==> config.mk <==
export PLATFORM = sky130hd
export DESIGN_NAME = lane_serdes_converter
export DESIGN_NICKNAME = d
export VERILOG_FILES = /design/src/rtl/lane_serdes_converter.sv
export SDC_FILE = /design/constraint.sdc
export NUM_CORES = 1
export LEC_CHECK = 0
export ABC_AREA = 1
export CAP_MARGIN = 0
export CORE_AREA = 2 2 433 435
export DETAILED_ROUTE_END_ITERATION = 7
export DIE_AREA = 0 0 435 437
export PLACE_DENSITY = 0.48
export REMOVE_ABC_BUFFERS = 1
export SETUP_SLACK_MARGIN = 0.5
export SYNTH_ARGS = -nofsm -noshare
export SYNTH_HDL_FRONTEND = slang
export SYNTH_SLANG_ARGS = --single-unit
export TNS_END_PERCENT = 50
==> constraint.sdc <==
create_clock -name clk -period 6 [get_ports clk]
set_input_delay 1.5 -clock clk [delete_from_list [all_inputs] [get_ports clk]]
set_output_delay 1.5 -clock clk [all_outputs]
set_load 0.02 [all_outputs]
==> src/rtl/lane_serdes_converter.sv <==
// Multi-lane serial/parallel converter: one word register per lane, shifted SLICE bits per beat or bulk-loaded.
// Define LSC_MSB_FIRST_EN to transfer the most-significant slice of each word first (default LSB-first).
module lane_serdes_converter #(
  parameter int LANES    = 16,
  parameter int SLICE    = 2,
  parameter int WORD_LEN = 32
) (
  input  logic                         clk,
  input  logic                         reset,
  input  logic [1:0]                   mode,
  input  logic                         start,
  output logic                         busy,
  output logic                         finish,
  input  logic [LANES*SLICE-1:0]       ser_in,
  input  logic                         ser_in_valid,
  output logic [LANES*SLICE-1:0]       ser_out,
  output logic                         ser_out_valid,
  input  logic                         ser_out_ready,
  input  logic [LANES*WORD_LEN-1:0]    par_in,
  output logic [LANES*WORD_LEN-1:0]    par_out
);

  localparam int BEATS = WORD_LEN / SLICE;
  localparam int BW    = (BEATS > 2) ? $clog2(BEATS) : 1;
  localparam logic [BW-1:0] LAST_BEAT = BW'(BEATS - 1);

  typedef enum logic [1:0] {IDLE, LOAD, SHIFT_IN, SHIFT_OUT} state_t;

  state_t                              state_q, state_d;
  logic [BW-1:0]                       beat_q, beat_d;
  logic                                finish_q, finish_d;
  logic [LANES-1:0][WORD_LEN-1:0]      words_q, words_d, shift_w;
  logic [LANES-1:0][BEATS-1:0][SLICE-1:0] slot_sel;
  logic                                load_en, cap_en, out_en;

  always_comb begin
    state_d  = state_q;
    beat_d   = beat_q;
    finish_d = 1'b0;
    load_en  = 1'b0;
    cap_en   = 1'b0;
    case (state_q)
      IDLE: begin
        if (start) begin
          beat_d = '0;
          case (mode)
            2'd0:    state_d = SHIFT_OUT;
            2'd1:    state_d = SHIFT_IN;
            2'd2:    state_d = LOAD;
            default: state_d = IDLE;
          endcase
        end
      end
      LOAD: begin
        load_en  = 1'b1;
        finish_d = 1'b1;
        state_d  = IDLE;
      end
      SHIFT_IN: begin
        if (ser_in_valid) begin
          cap_en = 1'b1;
          if (beat_q == LAST_BEAT) begin
            beat_d   = '0;
            finish_d = 1'b1;
            state_d  = IDLE;
          end else begin
            beat_d = beat_q + 1'b1;
          end
        end
      end
      SHIFT_OUT: begin
        if (ser_out_ready) begin
          if (beat_q == LAST_BEAT) begin
            beat_d   = '0;
            finish_d = 1'b1;
            state_d  = IDLE;
          end else begin
            beat_d = beat_q + 1'b1;
          end
        end
      end
      default: state_d = IDLE;
    endcase
  end

  always_comb begin
    words_d = load_en ? par_in : shift_w;
  end

  assign out_en        = (state_q == SHIFT_OUT);
  assign ser_out_valid = out_en;
  assign busy          = (state_q != IDLE);
  assign finish        = finish_q;
  assign par_out       = words_q;

  // Each slot is a fixed slice of the word; the beat counter only selects among them.
  genvar gi, gb;
  generate
    for (gi = 0; gi < LANES; gi++) begin : g_lane
      for (gb = 0; gb < BEATS; gb++) begin : g_slot
`ifdef LSC_MSB_FIRST_EN
        localparam int LO = WORD_LEN - SLICE - gb * SLICE;
`else
        localparam int LO = gb * SLICE;
`endif
        assign slot_sel[gi][gb] = words_q[gi][LO +: SLICE];
        assign shift_w[gi][LO +: SLICE] = (cap_en && beat_q == BW'(gb)) ?
                                          ser_in[gi*SLICE +: SLICE] : slot_sel[gi][gb];
      end
      assign ser_out[gi*SLICE +: SLICE] = out_en ? slot_sel[gi][beat_q] : '0;
    end
  endgenerate

  always_ff @(posedge clk or negedge reset) begin
    if (!reset) begin
      state_q  <= IDLE;
      beat_q   <= '0;
      finish_q <= 1'b0;
      words_q  <= '0;
    end else begin
      state_q  <= state_d;
      beat_q   <= beat_d;
      finish_q <= finish_d;
      words_q  <= words_d;
    end
  end

endmodule

==> impl_metrics.json, run 1 <==
{
  "drc": 0,
  "hold_ws_ns": 0.546,
  "crit_arrival_ns": 3.73,
  "port_buffers": 1097,
  "vias": 34500,
  "root_buffer": "clkbuf_16",
  "synthTopCellsByArea": "dfrtp_1 (44%), nand2_1 (27%), inv_1 (7.0%), o211ai_1 (4.8%), nand3_1 (4.4%)",
  "final_cell_mix": "nand2_1 (2,068), clkdlybuf4s50_1 (1,096), inv_1 (545)",
  "path_buf_inv": 4,
  "reg2reg_depth": 10,
  "nNetsFinal": 5939,
  "netlist_area_mm2": 0.0294,
  "path_max_fanout": 74,
  "hpwl_mm": 155,
  "grtUsageMet2_pct": 36.7,
  "fin_crit_sh_pct": 87.1,
  "grt_util_met1_pct": 25.6,
  "syn_inst": 4410,
  "die_area_mm2": 0.190,
  "routed_wl_mm": 211,
  "drt_iter0_drc": 2713,
  "setup_violations": 0,
  "rsz0062_at_grt": "no",
  "ys_warn_count": 0,
  "drive_above_1_share_pct": 4.36,
  "grt.total_usage_pct": 21.4,
  "cpPeakStageDelay_ns": 0.66,
  "cp.required_ns": 4.50,
  "worst_path_most_repeated_cell": "nand2_1",
  "hold_start": "par_out[414]",
  "start_util_pct": 15.9,
  "reg2reg_slack_ns": 2.00,
  "cts_made_buffers": 73,
  "fp.dieW_um": 435,
  "cts.path.max_buffers": 3,
  "synthDistinctLibCells": 25,
  "maxCapViolations": 0,
  "ir_drop_uv": 226,
  "tns_ns": 0,
  "hold_viol_final": 0,
  "drt_first_pass_iters": 6,
  "r2r_end": "par_out[465]",
  "core-area_mm2": 0.185,
  "hold_buffers": 0,
  "slew_headroom_pct": 19.4,
  "path_class": "reg2out",
  "hold_depth": 2,
  "ys_async_sr_fraction_pct": 100,
  "final_common_cell": "nand2_1",
  "grt_antenna_before_repair": 50,
  "endpoint_kind": "primary output",
  "ys_seq_elements": 519,
  "status": "complete, no violations",
  "clkTransAtPathRegs_ns": 0.06,
  "hold_class": "reg2reg",
  "rows": 158,
  "tritoncts": "built",
  "h-tree-depth": 3,
  "area_growth_pct": 56.1,
  "period_minus_slack_ns": 5.23,
  "grt_max_degree": 179,
  "post_drt_wl_per_cell_um": 26.5,
  "grt-ovfl-total": 0,
  "skew_ns": 0.0314,
  "grt_pass1_wl_mm": 285,
  "p_leak_nw": 20.9,
  "die_h_um": 437,
  "grt_pass1_vias": 34400,
  "worstPathCellList": "inv_16 -> buf_12 -> buf_4 -> nand2_1 -> nand3_1 -> nand2_1 -> nand2_1 -> nand2_1 -> nor2_1 -> nor2_1 -> clkdlybuf4s50_1",
  "min_to": "par_out[414]",
  "synth_edf_count": 0,
  "grt_busiest_layer": "met2",
  "worstSetupStartpointType": "flop",
  "tightest_slew_ns": 1.21,
  "dp.cells": 7784,
  "gp_congestion": 0.940,
  "fmax_ghz": 0.191,
  "final_cells": 7952,
  "antenna_left": 0,
  "synth_area_per_cell_um2": 6.66,
  "seq_area_frac_synth_pct": 44.2,
  "vias_per_cell": 4.34,
  "r2r-start": "beat_q[1]",
  "synth_top_area_cell": "dfrtp_1",
  "cts_num_sinks": 519,
  "pwr_density_cell_mw_per_mm2": 602,
  "slowest_stage": "dfrtp_4",
  "drv_slew": 0,
  "synth_flop_cell": "dfrtp_1",
  "ios": 1098,
  "yosys.area.top_type_share_pct": 44.2,
  "grtUsageMet3_pct": 4.72,
  "clk_latency_ns": 0.71,
  "cpLargestDelayFamily": "buffers and inverters"
}
[stage by stage]
step                      cell area [µm²]  total power (W)  utilization [%]  setup slack [ns]
after floorplan                     28200           0.0143                -             -6.62
after detailed placement            43200           0.0230             23.4              1.27
after CTS                           45700           0.0279             24.7             0.501
after global placement              43200           0.0229             23.4              1.30
final                               45900           0.0276             24.8             0.774
after global routing                45800           0.0292             24.8             0.549
[power by group]
group | switching, W | total, W | internal [W]
Clock | 0.00193 | 0.00477 | 0.00284
Sequential | 0.00132 | 0.00656 | 0.00524
Combinational | 0.0106 | 0.0163 | 0.00563
[per-layer routing]
metal / share of wire (%) / vias to the layer above
met2: 49 / 1466
met1: 40 / 17100
met3: 6.8 / 321
met5: 0.032 / -
li1: - / 15600
met4: 3.8 / 10
[flip-flops by register name, indices dropped and copies added (netlist names)]
register,cells
par_out,512
beat_q,4
state_q,2
finish,1
[cells in the mapped netlist (2+ instances only)]
| library cell | n |
|---|---|
| nand2_1 | 2083 |
| inv_1 | 546 |
| dfrtp_1 | 519 |
| nand3_1 | 261 |
| o21ai_0 | 255 |
| o211ai_1 | 187 |
| clkbuf_1 | 164 |
| nor2_1 | 134 |
| buf_2 | 102 |
| o21ai_1 | 44 |
| a21oi_1 | 34 |
| a31oi_1 | 32 |
| buf_1 | 10 |
| nand2_2 | 8 |
| nor2_2 | 6 |
| clkinv_1 | 5 |
| ha_1 | 5 |
| o21ai_2 | 4 |
| inv_2 | 3 |
| buf_4 | 2 |
| or2_2 | 2 |
[layout make-up]
type	count	area [µm²]
Antenna cell	34	85.1
Clock buffer	105	2120
Clock inverter	25	375
Fill cell	20800	139000
Inverter	554	2110
Multi-Input combinational cell	3059	13300
Sequential cell	519	13000
Tap cell	2480	3100
Timing Repair Buffer	1176	11800
[logic make-up after synthesis]
logic type / Yosys count / share of synthesized area (%)
compound gates: 556 / 11.2
xor+xnor: 1 / 0.0298
fa+ha+maj: 5 / 0.213
buf+inv: 832 / 11.1
flops: 519 / 44.2
simple gates: 2497 / 33.2
[worst min-delay path: cells and delay by family, from the launching register on]
kind	cells	cell delay [ns]
DFF	1	0.34
AOI/OAI and AO/OA	1	0.11
buffers and inverters	1	0.06
[worst max-delay path by stage]
stage | from | endpoint | slack (ns) | cells after the start
global placement | beat_q[1] | ser_out[13] | 1.30 | 8
global route | beat_q[0] | ser_out[7] | 0.55 | 11
finish | beat_q[0] | ser_out[7] | 0.77 | 11
CTS | beat_q[0] | ser_out[7] | 0.50 | 11
detailed placement | beat_q[1] | ser_out[13] | 1.27 | 8
floorplan | beat_q[0] | ser_out[0] | -6.62 | 8
[repair_timing]
action | 4_1_cts | 5_1_grt
pin swaps | 0 | 1
cloned | 0 | 0
gates resized for setup | 2 | 2
setup endpoints to repair | 1 | 2
buffers inserted | 0 | 4
Power figures use the tool's default switching activity.
==> run 2, diff against run 1 <==
--- a/config.mk
+++ b/config.mk
@@ -5,11 +5,10 @@
 export SDC_FILE = /design/constraint.sdc
 export NUM_CORES = 1
 export LEC_CHECK = 0
-export ABC_AREA = 1
 export CAP_MARGIN = 0
-export CORE_AREA = 2 2 433 435
+export CORE_AREA = 2 2 431 433
 export DETAILED_ROUTE_END_ITERATION = 7
-export DIE_AREA = 0 0 435 437
+export DIE_AREA = 0 0 433 435
 export PLACE_DENSITY = 0.48
 export REMOVE_ABC_BUFFERS = 1
 export SETUP_SLACK_MARGIN = 0.5
==> run 2 against run 1 <==
First-iteration DRC count is 68% higher. Largest cell class unchanged. Sequential power grew 18%. Clock power is essentially flat. Register-to-register slack improved by 0.37 ns. Non-clock buffer count is 29 higher. Synthesized area shrank 0.98%. Hold slack worse by 0.012 ns. Combinational power about the same. Cell count down 18%. Clock skew down 0.0081 ns.
==> impl_metrics.json, run 2 <==
{
  "ys_async_sr_fraction_pct": 100,
  "hpwl_mm": 168,
  "slew_headroom_pct": 14.7,
  "cts.path.max_buffers": 3,
  "synth.most_common_cell": "dfrtp_1",
  "rows": 158,
  "synth_area_per_cell_um2": 9.60,
  "area_growth_pct": 55.8,
  "netlist_area_mm2": 0.0291,
  "synthDistinctLibCells": 52,
  "synthTopCellsByArea": "dfrtp_1 (45%), a31oi_1 (7.6%), mux2_2 (7.4%), o21ai_0 (6.1%), nand3_1 (6.1%)",
  "hold_class": "reg2reg",
  "grt_pass1_wl_mm": 317,
  "grt_pass1_vias": 33300,
  "worstSetupStartpoint": "beat_q[0]",
  "period_minus_slack_ns": 5.39,
  "vias_per_cell": 5.31,
  "largest_reg_flops": 512,
  "grt_antenna_before_repair": 75,
  "r2r-start": "beat_q[1]",
  "seq_area_frac_synth_pct": 44.6,
  "reg2reg_slack_ns": 2.37,
  "fmax_ghz": 0.186,
  "setup_violations": 0,
  "r2r_end": "par_out[368]",
  "reg2reg_depth": 7,
  "rsz0062_at_grt": "yes",
  "cp.required_ns": 4.50,
  "ys_warn_count": 0,
  "endpoint_kind": "primary output",
  "crit_arrival_ns": 3.89,
  "internal_power_w": 0.0145,
  "path_buf_inv": 2,
  "synth_top_area_cell": "dfrtp_1",
  "worstSetupStartpointType": "flop",
  "synth_flop_cell": "dfrtp_1",
  "grt_max_degree": 176,
  "die_h_um": 435,
  "pwr-share-clk_pct": 16.6,
  "ir_drop_uv": 587,
  "drt_first_pass_iters": 8,
  "grt.total_usage_pct": 24.7,
  "yosys-top-cells-count": "dfrtp_1 (519), o21ai_0 (355), nand3_1 (354), nor2_1 (354), a31oi_1 (352)",
  "clkTransAtPathRegs_ns": 0.06,
  "p_sw_share_pct": 49.1,
  "status": "complete, no violations",
  "root_buffer": "clkbuf_16",
  "routed_wl_mm": 243,
  "crit_cells": 5,
  "cpLargestDelayFamily": "buffers and inverters",
  "hold_viol_final": 0,
  "core-area_mm2": 0.184,
  "die_area_mm2": 0.188,
  "drc": 0,
  "cts_made_buffers": 72,
  "syn_inst": 3032,
  "drt_iter0_drc": 4551,
  "clk_latency_ns": 0.72,
  "vias": 34600,
  "gp_congestion": 0.921,
  "ys_seq_elements": 519,
  "h-tree-depth": 3,
  "cts_num_sinks": 519,
  "pwr_density_cell_mw_per_mm2": 630,
  "cpPeakStageDelay_ns": 0.80,
  "drive_above_1_share_pct": 13.3,
  "yosys.area.top_type_share_pct": 44.6,
  "antenna_left": 0,
  "combPwrFrac_pct": 56.2,
  "worstPathCellList": "nand2b_4 -> buf_4 -> o22ai_1 -> o31ai_1 -> clkdlybuf4s50_1",
  "path_class": "reg2out",
  "p_leak_nw": 16.6,
  "path_max_fanout": 15,
  "p_sw_w": 0.0140,
  "slowest_stage": "clkdlybuf4s50_1",
  "pwr-share-seq_pct": 27.2,
  "cp-endpoint": "ser_out[20]",
  "final_core_util_pct": 24.6,
  "fin_crit_sh_pct": 89.8,
  "nNetsFinal": 4490,
  "tritoncts": "built",
  "drv_slew": 0,
  "hold_ws_ns": 0.534,
  "final_common_cell": "clkdlybuf4s50_1",
  "skew_ns": 0.0233,
  "fp.dieW_um": 433,
  "start_util_pct": 15.8,
  "grt-ovfl-total": 0,
  "synth_edf_count": 0,
  "post_drt_wl_per_cell_um": 37.2,
  "port_buffers": 1097,
  "ios": 1098,
  "maxCapViolations": 0,
  "tightest_slew_ns": 1.28,
  "final_cell_mix": "clkdlybuf4s50_1 (1,095), dfrtp_1 (515), o21ai_0 (355)"
}
## run 2: per-stage QoR
step | setup TNS [ns] | std cells | cell area, µm² | setup WS, ns | total power, W
after floorplan | -2834.67 | 2653 | 27300 | -7.66 | 0.0141
after global placement | 0 | 6335 | 42600 | 0.317 | 0.0234
final | 0 | 6514 | 45300 | 0.610 | 0.0285
after detailed placement | 0 | 6336 | 42700 | 0.965 | 0.0234
after CTS | 0 | 6470 | 45200 | 0.519 | 0.0284
after global routing | 0 | 6504 | 45300 | 0.477 | 0.0293
## run 2: cell families after synthesis
kind of cell    synth area share, %
flops                          44.6
fa+ha+maj                     0.215
compound gates                 21.6
mux                            12.5
simple gates                   14.6
buf+inv                        6.39
## run 2: routing by layer
metal  part of all wire, %  track usage, %  wire length [µm]  vias up
li1                      -               -                 -    13300
met1                    39            30.9             94900    17900
met2                    45            37.9            109000     2664
met3                   9.5            6.66             23100      650
met4                   6.5            14.9             15800       20
met5                 0.059           0.128               143        -
## run 2: what timing repair did
item,in CTS,in global routing
resized for setup,3,1
gates cloned,2,0
hold buffers,0,0
endpoints found under the setup margin,9,2
pin swaps,2,0
buffers inserted,2,0
## run 2: cell type report
cell class,instances,area [µm²]
diodes,44,110
clock buffers,99,2040
clock inverters,31,457
fillers,19700,139000
inverters,6,22.5
multi-input cells,2130,14500
flip-flops and latches,519,13000
well taps,2480,3100
repair buffers,1205,12100
## run 2: how the worst min path moves through the flow
| stage | startpoint | to | slack [ns] | cells after the start |
|---|---|---|---|---|
| floorplan | par_out[134] | par_out[134] | 0.62 | 1 |
| global placement | par_out[295] | par_out[295] | 0.51 | 1 |
| detailed placement | par_out[199] | par_out[199] | 0.52 | 1 |
| CTS | par_out[451] | par_out[451] | 0.54 | 1 |
| global route | par_out[451] | par_out[451] | 0.56 | 1 |
| finish | par_out[295] | par_out[295] | 0.53 | 1 |
## run 2: power by group through the flow
stage | sequential [W] | combinational [W] | clock [W]
finish | 0.00776 | 0.0160 | 0.00474
global route | 0.00782 | 0.0165 | 0.00493
CTS | 0.00762 | 0.0159 | 0.00479
detailed placement | 0.00764 | 0.0157 | 0
global placement | 0.00769 | 0.0157 | 0
floorplan | 0.00877 | 0.00532 | 0
## run 2: worst register-to-register path, cell delays in order, from the launching register on
cell	delay (ns)
dfrtp_4	0.62
buf_12	0.25
inv_1	0.20
ha_1	0.30
nand4bb_4	0.80
buf_4	0.75
o21ai_0	0.42
a31oi_1	0.11
